**src/rtl/pat_evt_monitor_if.sv**
```systemverilog
// Window-monitor port bundle: detector inputs, per-window report handshake, status outputs.
// slave = monitor side, master = the block driving detections and consuming reports.
interface pat_evt_monitor_if #(
  parameter int CNT_W = 16
);
  logic             en_i;
  logic             clr_i;
  logic             valid_i;
  logic             pattern_detected_i;
  logic             rpt_ready_i;
  logic [CNT_W-1:0] total_cnt_o;
  logic             rpt_valid_o;
  logic [CNT_W-1:0] rpt_cnt_o;
  logic             rpt_hot_o;
  logic             alarm_o;
  logic             overrun_o;

  modport slave (
    input  en_i, clr_i, valid_i, pattern_detected_i, rpt_ready_i,
    output total_cnt_o, rpt_valid_o, rpt_cnt_o, rpt_hot_o, alarm_o, overrun_o
  );

  modport master (
    output en_i, clr_i, valid_i, pattern_detected_i, rpt_ready_i,
    input  total_cnt_o, rpt_valid_o, rpt_cnt_o, rpt_hot_o, alarm_o, overrun_o
  );
endinterface

```
**src/rtl/pat_evt_monitor.sv**
```systemverilog
// Windowed detection counter with per-window report, lifetime total and hot-streak alarm.
// Report visible 1 cycle after window close; a close against an unaccepted report drops it and sets overrun.
module pat_evt_monitor #(
  parameter int WIN_LEN = 64,
  parameter int CNT_W   = 16,
  parameter int THRESH  = 4,
  parameter int CONSEC  = 2
) (
  input  logic             clk_i,
  input  logic             rst_i,
  pat_evt_monitor_if.slave bus
);
  localparam int SLOT_W = $clog2(WIN_LEN);
  localparam int STRK_W = $clog2(CONSEC + 1);
  localparam logic [CNT_W-1:0] CNT_MAX = '1;

  typedef enum logic [1:0] {
    S_CLEAR  = 2'd0,
    S_ARMED  = 2'd1,
    S_ACTIVE = 2'd2
  } state_t;

  logic [SLOT_W-1:0] slot_q, slot_d;
  logic [CNT_W-1:0]  win_q, win_d;
  logic [CNT_W-1:0]  total_q, total_d;
  logic              rpt_vld_q, rpt_vld_d;
  logic [CNT_W-1:0]  rpt_cnt_q, rpt_cnt_d;
  logic              rpt_hot_q, rpt_hot_d;
  logic              ovr_q, ovr_d;
  state_t            state_q;
  logic [STRK_W-1:0] streak_q;
  logic              alarm_q;

  logic             pulse;
  logic             close;
  logic [CNT_W-1:0] win_inc;
  logic [CNT_W-1:0] close_cnt;
  logic             close_hot;
  logic             rpt_take;

  assign pulse     = bus.en_i & bus.pattern_detected_i;
  assign close     = bus.en_i & bus.valid_i & (slot_q == SLOT_W'(WIN_LEN - 1));
  assign win_inc   = (win_q == CNT_MAX) ? win_q : win_q + CNT_W'(1);
  // A pulse in the close cycle is folded into the closing window, not the next one.
  assign close_cnt = pulse ? win_inc : win_q;
  assign close_hot = (close_cnt >= CNT_W'(THRESH));
  assign rpt_take  = ~rpt_vld_q | bus.rpt_ready_i;

  always_comb begin
    slot_d    = slot_q;
    win_d     = win_q;
    total_d   = total_q;
    rpt_vld_d = rpt_vld_q;
    rpt_cnt_d = rpt_cnt_q;
    rpt_hot_d = rpt_hot_q;
    ovr_d     = ovr_q;

    if (rpt_vld_q && bus.rpt_ready_i) begin
      rpt_vld_d = 1'b0;
    end
    if (pulse) begin
      win_d   = win_inc;
      total_d = (total_q == CNT_MAX) ? total_q : total_q + CNT_W'(1);
    end
    if (bus.en_i && bus.valid_i) begin
      slot_d = close ? '0 : slot_q + SLOT_W'(1);
    end
    if (close) begin
      win_d = '0;
      if (rpt_take) begin
        rpt_vld_d = 1'b1;
        rpt_cnt_d = close_cnt;
        rpt_hot_d = close_hot;
      end else begin
        ovr_d = 1'b1;
      end
    end
    if (bus.clr_i) begin
      slot_d    = '0;
      win_d     = '0;
      total_d   = '0;
      rpt_vld_d = 1'b0;
      rpt_cnt_d = '0;
      rpt_hot_d = 1'b0;
      ovr_d     = 1'b0;
    end
  end

  always_ff @(posedge clk_i or negedge rst_i) begin
    if (!rst_i) begin
      slot_q    <= '0;
      win_q     <= '0;
      total_q   <= '0;
      rpt_vld_q <= 1'b0;
      rpt_cnt_q <= '0;
      rpt_hot_q <= 1'b0;
      ovr_q     <= 1'b0;
    end else begin
      slot_q    <= slot_d;
      win_q     <= win_d;
      total_q   <= total_d;
      rpt_vld_q <= rpt_vld_d;
      rpt_cnt_q <= rpt_cnt_d;
      rpt_hot_q <= rpt_hot_d;
      ovr_q     <= ovr_d;
    end
  end

  // Scored on every close, including windows whose report was dropped.
  always_ff @(posedge clk_i or negedge rst_i) begin
    if (!rst_i) begin
      state_q  <= S_CLEAR;
      streak_q <= '0;
      alarm_q  <= 1'b0;
    end else if (bus.clr_i) begin
      state_q  <= S_CLEAR;
      streak_q <= '0;
      alarm_q  <= 1'b0;
    end else if (close) begin
      case (state_q)
        S_CLEAR: begin
          if (close_hot) begin
            streak_q <= STRK_W'(1);
            if (CONSEC == 1) begin
              state_q <= S_ACTIVE;
              alarm_q <= 1'b1;
            end else begin
              state_q <= S_ARMED;
            end
          end
        end
        S_ARMED: begin
          if (close_hot) begin
            streak_q <= streak_q + STRK_W'(1);
            if ((streak_q + STRK_W'(1)) >= STRK_W'(CONSEC)) begin
              state_q <= S_ACTIVE;
              alarm_q <= 1'b1;
            end
          end else begin
            streak_q <= '0;
            state_q  <= S_CLEAR;
          end
        end
        S_ACTIVE: begin
          if (!close_hot) begin
            streak_q <= '0;
            state_q  <= S_CLEAR;
            alarm_q  <= 1'b0;
          end
        end
        default: begin
          streak_q <= '0;
          state_q  <= S_CLEAR;
          alarm_q  <= 1'b0;
        end
      endcase
    end
  end

  assign bus.total_cnt_o = total_q;
  assign bus.rpt_valid_o = rpt_vld_q;
  assign bus.rpt_cnt_o   = rpt_cnt_q;
  assign bus.rpt_hot_o   = rpt_hot_q;
  assign bus.alarm_o     = alarm_q;
  assign bus.overrun_o   = ovr_q;
endmodule

```
**src/flat_wrapper.sv**
```systemverilog
// flat-port wrapper written by rule: the top's interface ports become plain ports
module pat_evt_monitor_flat 
#(
  parameter int WIN_LEN = 64,
  parameter int CNT_W   = 16,
  parameter int THRESH  = 4,
  parameter int CONSEC  = 2
)
  (clk_i, rst_i, bus_en_i, bus_clr_i, bus_valid_i, bus_pattern_detected_i, bus_rpt_ready_i, bus_total_cnt_o, bus_rpt_valid_o, bus_rpt_cnt_o, bus_rpt_hot_o, bus_alarm_o, bus_overrun_o);
  pat_evt_monitor_if #(.CNT_W(CNT_W)) bus_i ();
  input  logic clk_i;
  input  logic rst_i;
  input wire logic [$bits(bus_i.en_i)-1:0] bus_en_i;
  input wire logic [$bits(bus_i.clr_i)-1:0] bus_clr_i;
  input wire logic [$bits(bus_i.valid_i)-1:0] bus_valid_i;
  input wire logic [$bits(bus_i.pattern_detected_i)-1:0] bus_pattern_detected_i;
  input wire logic [$bits(bus_i.rpt_ready_i)-1:0] bus_rpt_ready_i;
  output wire logic [$bits(bus_i.total_cnt_o)-1:0] bus_total_cnt_o;
  output wire logic [$bits(bus_i.rpt_valid_o)-1:0] bus_rpt_valid_o;
  output wire logic [$bits(bus_i.rpt_cnt_o)-1:0] bus_rpt_cnt_o;
  output wire logic [$bits(bus_i.rpt_hot_o)-1:0] bus_rpt_hot_o;
  output wire logic [$bits(bus_i.alarm_o)-1:0] bus_alarm_o;
  output wire logic [$bits(bus_i.overrun_o)-1:0] bus_overrun_o;
  assign bus_i.en_i = bus_en_i;
  assign bus_i.clr_i = bus_clr_i;
  assign bus_i.valid_i = bus_valid_i;
  assign bus_i.pattern_detected_i = bus_pattern_detected_i;
  assign bus_i.rpt_ready_i = bus_rpt_ready_i;
  assign bus_total_cnt_o = bus_i.total_cnt_o;
  assign bus_rpt_valid_o = bus_i.rpt_valid_o;
  assign bus_rpt_cnt_o = bus_i.rpt_cnt_o;
  assign bus_rpt_hot_o = bus_i.rpt_hot_o;
  assign bus_alarm_o = bus_i.alarm_o;
  assign bus_overrun_o = bus_i.overrun_o;
  pat_evt_monitor #(.WIN_LEN(WIN_LEN), .CNT_W(CNT_W), .THRESH(THRESH), .CONSEC(CONSEC)) u_core (.clk_i(clk_i), .rst_i(rst_i), .bus(bus_i));
endmodule
```
**config.mk**
```make
export PLATFORM = sky130hd
export DESIGN_NAME = pat_evt_monitor_flat
export DESIGN_NICKNAME = d
export VERILOG_FILES = /design/src/rtl/pat_evt_monitor_if.sv /design/src/rtl/pat_evt_monitor.sv /design/src/flat_wrapper.sv
export SDC_FILE = /design/constraint.sdc
export NUM_CORES = 1
export LEC_CHECK = 0
export BUFFER_PORTS_ARGS = -buffer_cell sky130_fd_sc_hd__buf_2
export CORE_ASPECT_RATIO = 2
export CORE_UTILIZATION = 45
export CTS_BUF_LIST = sky130_fd_sc_hd__clkbuf_4 sky130_fd_sc_hd__clkbuf_8 sky130_fd_sc_hd__clkbuf_16
export DETAILED_ROUTE_END_ITERATION = 6
export GPL_TIMING_DRIVEN = 0
export PLACE_DENSITY_LB_ADDON = 0.08
export RECOVER_POWER = 100
export SLEW_MARGIN = 20
export SYNTH_ARGS = -nofsm -noshare
export SYNTH_HDL_FRONTEND = slang
export SYNTH_SLANG_ARGS = --single-unit
```
**constraint.sdc**
```tcl
create_clock -name clk_i -period 7.8 [get_ports clk_i]
set_clock_uncertainty 0.15 [all_clocks]
set_input_delay 1.17 -clock clk_i [delete_from_list [all_inputs] [get_ports clk_i]]
set_output_delay 1.17 -clock clk_i [all_outputs]
set_load 0.005 [all_outputs]
```
== After elaboration in Yosys (flattened, before gate mapping) ==
Cells that the tools add are included.
Storage, ports and cells
  register bits: 62
  latch bits: 0
  bits in writable memories: 0
  memory bits (read-only): 0
  output and inout port bits: 36
  word-level logic and storage cells: 87
  memories: 0
Cells by class
  add/subtract/negate cells: 4
  $mul: 0
  divide/modulo/power cells: 0
  order comparisons: 2
  equality and inequality tests: 13
  shift-type cells: 0
  mux-type cells: 40
  bitwise operators: 5
  reductions and logical operators: 13
Operator list (number)
  16-bit two-way mux: 10
  16-bit by 1-bit adder with 16-bit output (second input constant): 2
  16-bit == test (second input constant): 2
  2-bit two-way mux: 9
  6-bit two-way mux: 3
  16-bit by 3-bit >= comparator with 1-bit output (second input constant): 1
  1-bit two-way mux: 15
  2-bit one-hot mux with 3 select lines: 2
  3-bit by 2-bit != test with 1-bit output (second input constant): 3
  2-bit nonzero test: 4
  6-bit by 1-bit adder with 6-bit output (second input constant): 1
  6-bit == test (second input constant): 1
  2-bit != test (second input constant): 3
  2-bit AND reduction: 3
  5-bit AND reduction: 1
  4-bit != test (second input constant): 1
  4-bit AND reduction: 1
  1-bit AND: 3
  3-bit != test (second input constant): 1
  1-bit one-hot mux with 3 select lines: 1
  3-bit AND reduction: 1
  2-bit by 1-bit adder with 2-bit output (second input constant): 1
  2-bit by 1-bit == test with 1-bit output (second input constant): 1
  2-bit == test (second input constant): 1
  other kinds (5): 6

== Longest topological paths before layout ==
Gate-level depths: netlist of the first run.
  depth after elaboration: 8
  gate-level depth with buffers: 8

== Least setup slack after synthesis of the first run ==
No wires, ideal clock.
  kind: input to register
  start point: input port bus_en_i
  end point: register u_core.streak_q[1]
  data arrival time: 2.955 ns
  slack: 4.617 ns
  stages on the path: 7
  buffers on the path: 0
  cell sequence: nand2_1 > or4_4 > nor3_2 > o2111ai_1 > or4_4 > o31ai_1 > o2bb2ai_1
On the way
  longest elaborated chain between the ends: 7
RTL lines
  start: declaration: RTL line flat_wrapper.sv:13  | input wire logic [$bits(bus_i.en_i)-1:0] bus_en_i;
  1-bit AND: RTL line pat_evt_monitor.sv:41  | assign pulse = bus.en_i & bus.pattern_detected_i;
  16-bit two-way mux: RTL line pat_evt_monitor.sv:45  | assign close_cnt = pulse ? win_inc : win_q;
  16-bit by 3-bit >= comparator with 1-bit output: RTL line pat_evt_monitor.sv:46  | assign close_hot = (close_cnt >= CNT_W'(THRESH));
  2-bit two-way mux: RTL line pat_evt_monitor.sv:133  | if (close_hot) begin
  2-bit one-hot mux with 3 select lines: RTL line pat_evt_monitor.sv:120  | case (state_q)
  2-bit two-way mux: RTL line pat_evt_monitor.sv:119  | end else if (close) begin
  2-bit two-way mux: RTL line pat_evt_monitor.sv:115  | end else if (bus.clr_i) begin
  end signal: assignment: RTL line pat_evt_monitor.sv:134  | streak_q <= streak_q + STRK_W'(1);
  end: declaration: RTL line pat_evt_monitor.sv:31  | logic [STRK_W-1:0] streak_q;
Several ways; a longest one is shown, not always the timed one. The select of a mux whose other input is x is not followed.
A chain may end at the register's enable or synchronous reset.

==> results of run 1 <==
==> routing by layer <==
| layer | vias to the layer above | track usage | wire length (um) |
|---|---|---|---|
| li1 | 1273 | - | - |
| met1 | 1247 | 0.247 | 2780 |
| met2 | 53 | 0.411 | 4070 |
| met3 | 16 | 0.0532 | 210 |
| met4 | 0 | 0.116 | 203 |
| met5 | - | 0 | 0 |
==> cell type report <==
cell class,count,share of cell area
Buffer,12,0.0150
Sequential cell,62,0.423
Multi-Input combinational cell,248,0.394
Clock inverter,1,0.00137
Clock buffer,14,0.0751
Timing Repair Buffer,43,0.0526
Tap cell,88,0.0300
Inverter,8,0.00819
==> sequential cells by signal (all words and copies together) (netlist names), 2 cells and up <==
name	count
u_core.state_q	2
u_core.bus.total_cnt_o	16
u_core.bus.rpt_cnt_o	16
u_core.slot_q	6
u_core.win_q	16
u_core.streak_q	2
==> cells in the mapped netlist (2+ instances only) <==
cell	number	area, um^2
nor3b_1	2	15.0
o22ai_1	2	12.5
clkbuf_1	8	30.0
o31ai_1	2	15.0
and3_1	5	31.3
or4_4	2	22.5
mux2i_1	5	50.1
nor4_1	7	43.8
o21ai_0	26	130
or3_1	6	37.5
a21oi_1	10	50.1
and4_1	3	26.3
or2_2	2	12.5
nor2_1	46	173
nand4_2	2	25.0
nor3_1	11	55.1
o211ai_1	3	22.5
o21ai_1	3	15.0
inv_1	8	30.0
xor2_1	12	105
xnor2_1	11	96.3
and2_1	4	25.0
nand2b_1	4	25.0
nand2_1	40	150
dfrtp_1	62	1550
nand3_1	10	50.1
nand4_1	8	50.1
ha_1	3	37.5
==> final timing paths <==
kind,cells after the start,slack (ns),startpoint,to
min reg2reg,2,0.32,u_core.bus.rpt_cnt_o[5],u_core.bus.rpt_cnt_o[5]
max in group clk_i,8,3.99,bus_en_i,u_core.bus.alarm_o
min,2,0.32,u_core.bus.rpt_cnt_o[5],u_core.bus.rpt_cnt_o[5]
max reg2reg,8,4.45,u_core.win_q[0],u_core.bus.alarm_o
min in group asynchronous,1,0.67,rst_i,u_core.bus.rpt_cnt_o[4]
max,2,3.81,rst_i,u_core.bus.overrun_o
==> power groups by stage <==
stage	logic, mW	clock network (mW)	registers, mW
global route	0.0334	0.395	0.329
floorplan	0.0148	0	0.333
global placement	0.0293	0	0.334
finish	0.0286	0.371	0.329
CTS	0.0317	0.380	0.328
detailed placement	0.0316	0	0.334
==> logic make-up after synthesis <==
family	Yosys count	share of synthesized area
buffers and inverters	20	0.0276
AOI/OAI and AO/OA	57	0.113
DFF	62	0.503
and+or+nand+nor	159	0.259
xor gates and xnor gates	23	0.0653
adders and majority gates	3	0.0122
muxes	6	0.0199
==> cell usage in the layout (no fill, tap or decap), drive strengths merged, types with 2 or more instances in the layout <==
cell type	netlist	routed
nor2	46	46
dfrtp	62	62
nor3	12	12
clkbuf	9	42
o211ai	3	3
xnor2	11	11
inv	8	8
nor3b	2	2
and4	3	3
mux2i	5	5
and3	5	5
o41ai	2	2
xor2	12	12
buf	3	27
or4	3	3
nand3	11	11
o31ai	2	2
nand2	40	40
nand4	10	10
ha	3	3
a21oi	10	10
and2	4	4
nor4	7	7
o21ai	29	29
o22ai	3	3
or3	6	6
nand2b	4	4
or2	2	2
==> summary.md, run 1 <==
| Metric | Value |
|---|---|
| Outcome | complete, but fails checks |
| Failing checks | max-capacitance violations, max-slew violations |
| Layout Cells excl Fill | 476 |
| Area of the multi-input gates | 1450 um^2 |
| Worst slack, placed | 3.99 ns |
| Slew Viols, Final | 53 |
| Clk pin slew, worst setup/hold paths | 0.05 ns |
| Placer Congestion | 0.824 |
| Switching Power | 0.156 mW |
| Max cap viols | 1 |
| Fmax | 251 MHz |
| Antenna violations before repair | 0 |
| Drt initial violations | 116 |
| Register area | 1550 um^2 |
| Root buffer cell | clkbuf_16 |
| Seq cells post-synth | 62 |
| Clk sink count | 62 |
| Leakage power | 1.61 nW |
| Sequential area share after synthesis | 0.503 |
| Critical Path Most Common Cell | clkbuf_1 |
| Relative slew slack | -0.849 |
| Fraction of layout cells with a size suffix above 1 | 0.134 |
| Area growth from synthesis to layout | 18.8% |
| Via density | 5.44 |
| DP Wirelength | 5280 um |
| First-pass GRT wire length | 12300 um |
| Crit-path cells | clkbuf_1 -> clkbuf_1 |
| Number of port buffers | 42 |
| Nets | 394 |
| Number of flops mapped to enable cells by yosys | 0 |
| Post-CTS Setup Inserts | 0 |
| Cells after synthesis | 330 |
| Synth Cell Area | 3090 um^2 |
| Die X | 60.6 um |
| Clk Latency, worst-skew pair | 0.33 ns |
| Die Area | 7210 um^2 |
| Crit path DAT | 3.67 ns |
| P_int | 0.573 mW |
| Avg Synthesized Cell Area | 9.35 um^2 |
| Slew @ Worst Pin | 2.77 ns |
| Vias after detailed routing | 2589 |
| Largest net degree at the start of global routing | 53 |
| Final Power | 0.728 mW |
| Synth Flop Type | dfrtp_1 |
| CP bufs+invs | 2 |
| CP top delay family | buffers and inverters |
| All-Layer GR Usage | 0.234 |
| Post-synthesis cell type count | 51 |
| # setup viols final | 0 |
| Pwr dens | 199 nW/um^2 |
| CTS Buf Count | 9 |
| GRT Residual Overflow | 0 |
| Clock share of power | 0.510 |
| Setup TNS | 0 ns |
| Worst vdd ir | 0.000159 V |
| # diodes | 0 |
| Longest Clk Path Bufs | 2 |
| Crit path max-delay cell type | clkbuf_1 |
| Average routed wire per standard cell | 15.3 um |
| Placed cell count | 461 |
| Vias in the first global route | 2572 |
| Final Hold Viols | 0 |
| CP required | 7.48 ns |
| Comb pwr share | 0.039 |
| Post-detailed-routing wire length | 7260 um |
| Core Area | 6620 um^2 |
| Post-route cell area | 3660 um^2 |
| Hold Path Class | flop to flop |
| Tcrit/Tclk final | 0.511 |
| Syn Nets | 340 |
| CP Class | input pin to async pin |
| Unrepaired setup endpoints after global routing | no |
| Tmin final | 3.99 ns |
| DRC | 0 |
| Site Rows | 42 |
| Number of H-tree levels | 3 |
| CP Launch Type | input pin |
| Die H | 119 um |
| Worst setup margin | 3.81 ns |
| Critical path fanouts, max | 52 |
| Final Util | 0.553 |
| Antenna Nets Post-Route | 0 |
| CTS tree | yes |
| Post-CTS Hold Buffers | 0 |
| Number of cells upsized or downsized after cts | 0 |
| Filler Cell Count | 659 |
| Worst path max stage delay | 2.01 ns |
| Async S/R FF share, synth | 1.00 |
| Syn. warnings | 0 |
| Io pins | 43 |
| Reg power frac | 0.451 |
| Switching share of total power | 0.214 |
| Setup crit end kind | async pin |
| Dpl cell area | 3440 um^2 |
| Final hold slack | 0.321 ns |
| Pre-antenna DRT Iters | 4 |
| Starting density of the core | 0.466 |
No activity file was read; power rests on OpenSTA's default activity.
==> run 2, diff against run 1 <==
- clock period: 7.8 -> 3.5 ns (I/O delays scaled with it)
==> run 2 against run 1 <==
  * Largest cell class unchanged
  * Clock power up 120%
  * Total power up 120%
  * Critical path depth up 6
  * Worst setup slack worse by 3.5 ns
  * Global-route usage up 0.065 points
  * Sequential share of layout area down 0.17 points
  * Critical endpoint is now u_core.bus.alarm_o
  * Sequential power up 120%
  * The run now ends clean
  * Clock-buffer cell count unchanged
==> summary.md, run 2 (same netlist as run 1, synthesis figures left out) <==
| Metric | Value |
|---|---|
| Antenna violations before repair | 0 |
| Crit path max-delay cell type | o41ai_2 |
| Unrepaired setup endpoints after global routing | no |
| Final Power | 1.62 mW |
| # diodes | 0 |
| Fraction of layout cells with a size suffix above 1 | 0.139 |
| Largest net degree at the start of global routing | 53 |
| CP required | 3.52 ns |
| Placed cell count | 461 |
| Final Hold Viols | 0 |
| Drt initial violations | 108 |
| Average routed wire per standard cell | 15.2 um |
| Clk sink count | 62 |
| Clk pin slew, worst setup/hold paths | 0.05 ns |
| Via density | 5.42 |
| Fmax | 313 MHz |
| Core Area | 6620 um^2 |
| Number of H-tree levels | 3 |
| Min-delay src | u_core.bus.rpt_cnt_o[5] |
| Root buffer cell | clkbuf_16 |
| Outcome | completed |
| # setup viols final | 0 |
| Crit path DAT | 3.22 ns |
| DRC | 0 |
| DP Wirelength | 5280 um |
| CP Class | flop to flop |
| Vias in the first global route | 2577 |
| R2R Path Start | u_core.win_q[0] |
| Pwr dens | 441 nW/um^2 |
| Io pins | 43 |
| Setup crit end kind | flop |
| Most frequent cells in the layout | dfrtp_1 (62), nor2_1 (46), nand2_1 (40) |
| Slew Viols, Final | 0 |
| Die X | 60.6 um |
| Filler Cell Count | 657 |
| All-Layer GR Usage | 0.234 |
| Tcrit/Tclk final | 0.914 |
| Setup TNS | 0 ns |
| Slew @ Worst Pin | 1.27 ns |
| First-pass GRT wire length | 12400 um |
| Most common cell after layout, fill and taps aside | dfrtp_1 |
| Worst slack, placed | 0.340 ns |
| Worst path max stage delay | 0.77 ns |
| CTS Buf Count | 9 |
| Min-Delay Endpoint | u_core.bus.rpt_cnt_o[5] |
| Post-CTS Setup Inserts | 0 |
| Leakage power | 1.61 nW |
| CTS tree | yes |
| Nets | 395 |
| Crit-path cells | ha_1 -> nand3_2 -> o41ai_2 -> or3_1 -> o2111ai_1 -> or4_4 -> o21ai_1 -> a32oi_1 |
| Placer Congestion | 0.824 |
| Clk Latency, worst-skew pair | 0.33 ns |
| Reg2Reg Depth | 8 |
| Reg2reg end | u_core.bus.alarm_o |
| Longest Clk Path Bufs | 2 |
| Area growth from synthesis to layout | 19.3% |
| Die H | 119 um |
| GRT Residual Overflow | 0 |
| R2R setup slack | 0.30 ns |
| Antenna Nets Post-Route | 0 |
| Final Util | 0.556 |
| Tmin final | 3.20 ns |
| Post-CTS Hold Buffers | 1 |
| Hold Path Class | flop to flop |
| Number of port buffers | 42 |
| Hold depth | 2 |
| Vias after detailed routing | 2586 |
| Layout Cells excl Fill | 477 |
| Die Area | 7210 um^2 |
| Relative slew slack | 0.154 |
| Starting density of the core | 0.466 |
| Max cap viols | 0 |
| Site Rows | 42 |
| Worst setup margin | 0.301 ns |
| Worst vdd ir | 0.000354 V |
| Number of cells upsized or downsized after cts | 0 |
| CP Launch Type | flop |
| Pre-antenna DRT Iters | 4 |
| Post-detailed-routing wire length | 7240 um |
| Critical path fanouts, max | 10 |
-- run 2: power breakdown --
part / internal (mW) / switching [mW]
sequential: 0.725 / 0.00753
clock: 0.536 / 0.292
combinational: 0.0171 / 0.0476
total: 1.28 / 0.347
-- run 2: worst max-delay path, delay by kind of cell (launching register included) --
kind | cells | cell delay, ns
AOI/OAI and AO/OA | 4 | 1.26
adders and majority gates | 1 | 0.23
DFF | 1 | 0.40
and+or+nand+nor | 3 | 0.99
-- run 2: how the worst max path moves through the flow --
stage / to / start
finish: u_core.bus.alarm_o / u_core.win_q[0]
global placement: u_core.bus.alarm_o / bus_en_i
CTS: u_core.bus.alarm_o / u_core.win_q[0]
floorplan: u_core.streak_q[1] / u_core.win_q[0]
detailed placement: u_core.bus.alarm_o / bus_en_i
global route: u_core.bus.alarm_o / u_core.win_q[0]
-- run 2: final cells by class --
type	count	area [um^2]	area share
Sequential cell	62	1550	0.422
Timing Repair Buffer	44	204	0.0554
Buffer	12	55.1	0.0150
Clock inverter	1	5.00	0.00136
Multi-Input combinational cell	248	1450	0.394
Tap cell	88	110	0.0299
Inverter	8	30.0	0.00816
Clock buffer	14	275	0.0748
-- run 2: per-stage QoR --
stage | hold WS [ns] | instance area, um^2
2_1_floorplan | 0.0794 | 3090
3_3_place_gp | 0.307 | 3410
3_5_place_dp | 0.229 | 3440
4_1_cts | 0.326 | 3730
5_1_grt | 0.347 | 3680
6_report | 0.321 | 3680
-- run 2: routing by layer --
metal  routed length, um  global-route usage  vias to the layer above
li1                    -                   -                     1277
met2                4080               0.411                       52
met4                 204               0.116                        0
met3                 215              0.0532                       15
met5                   0                   0                        -
met1                2740               0.249                     1242
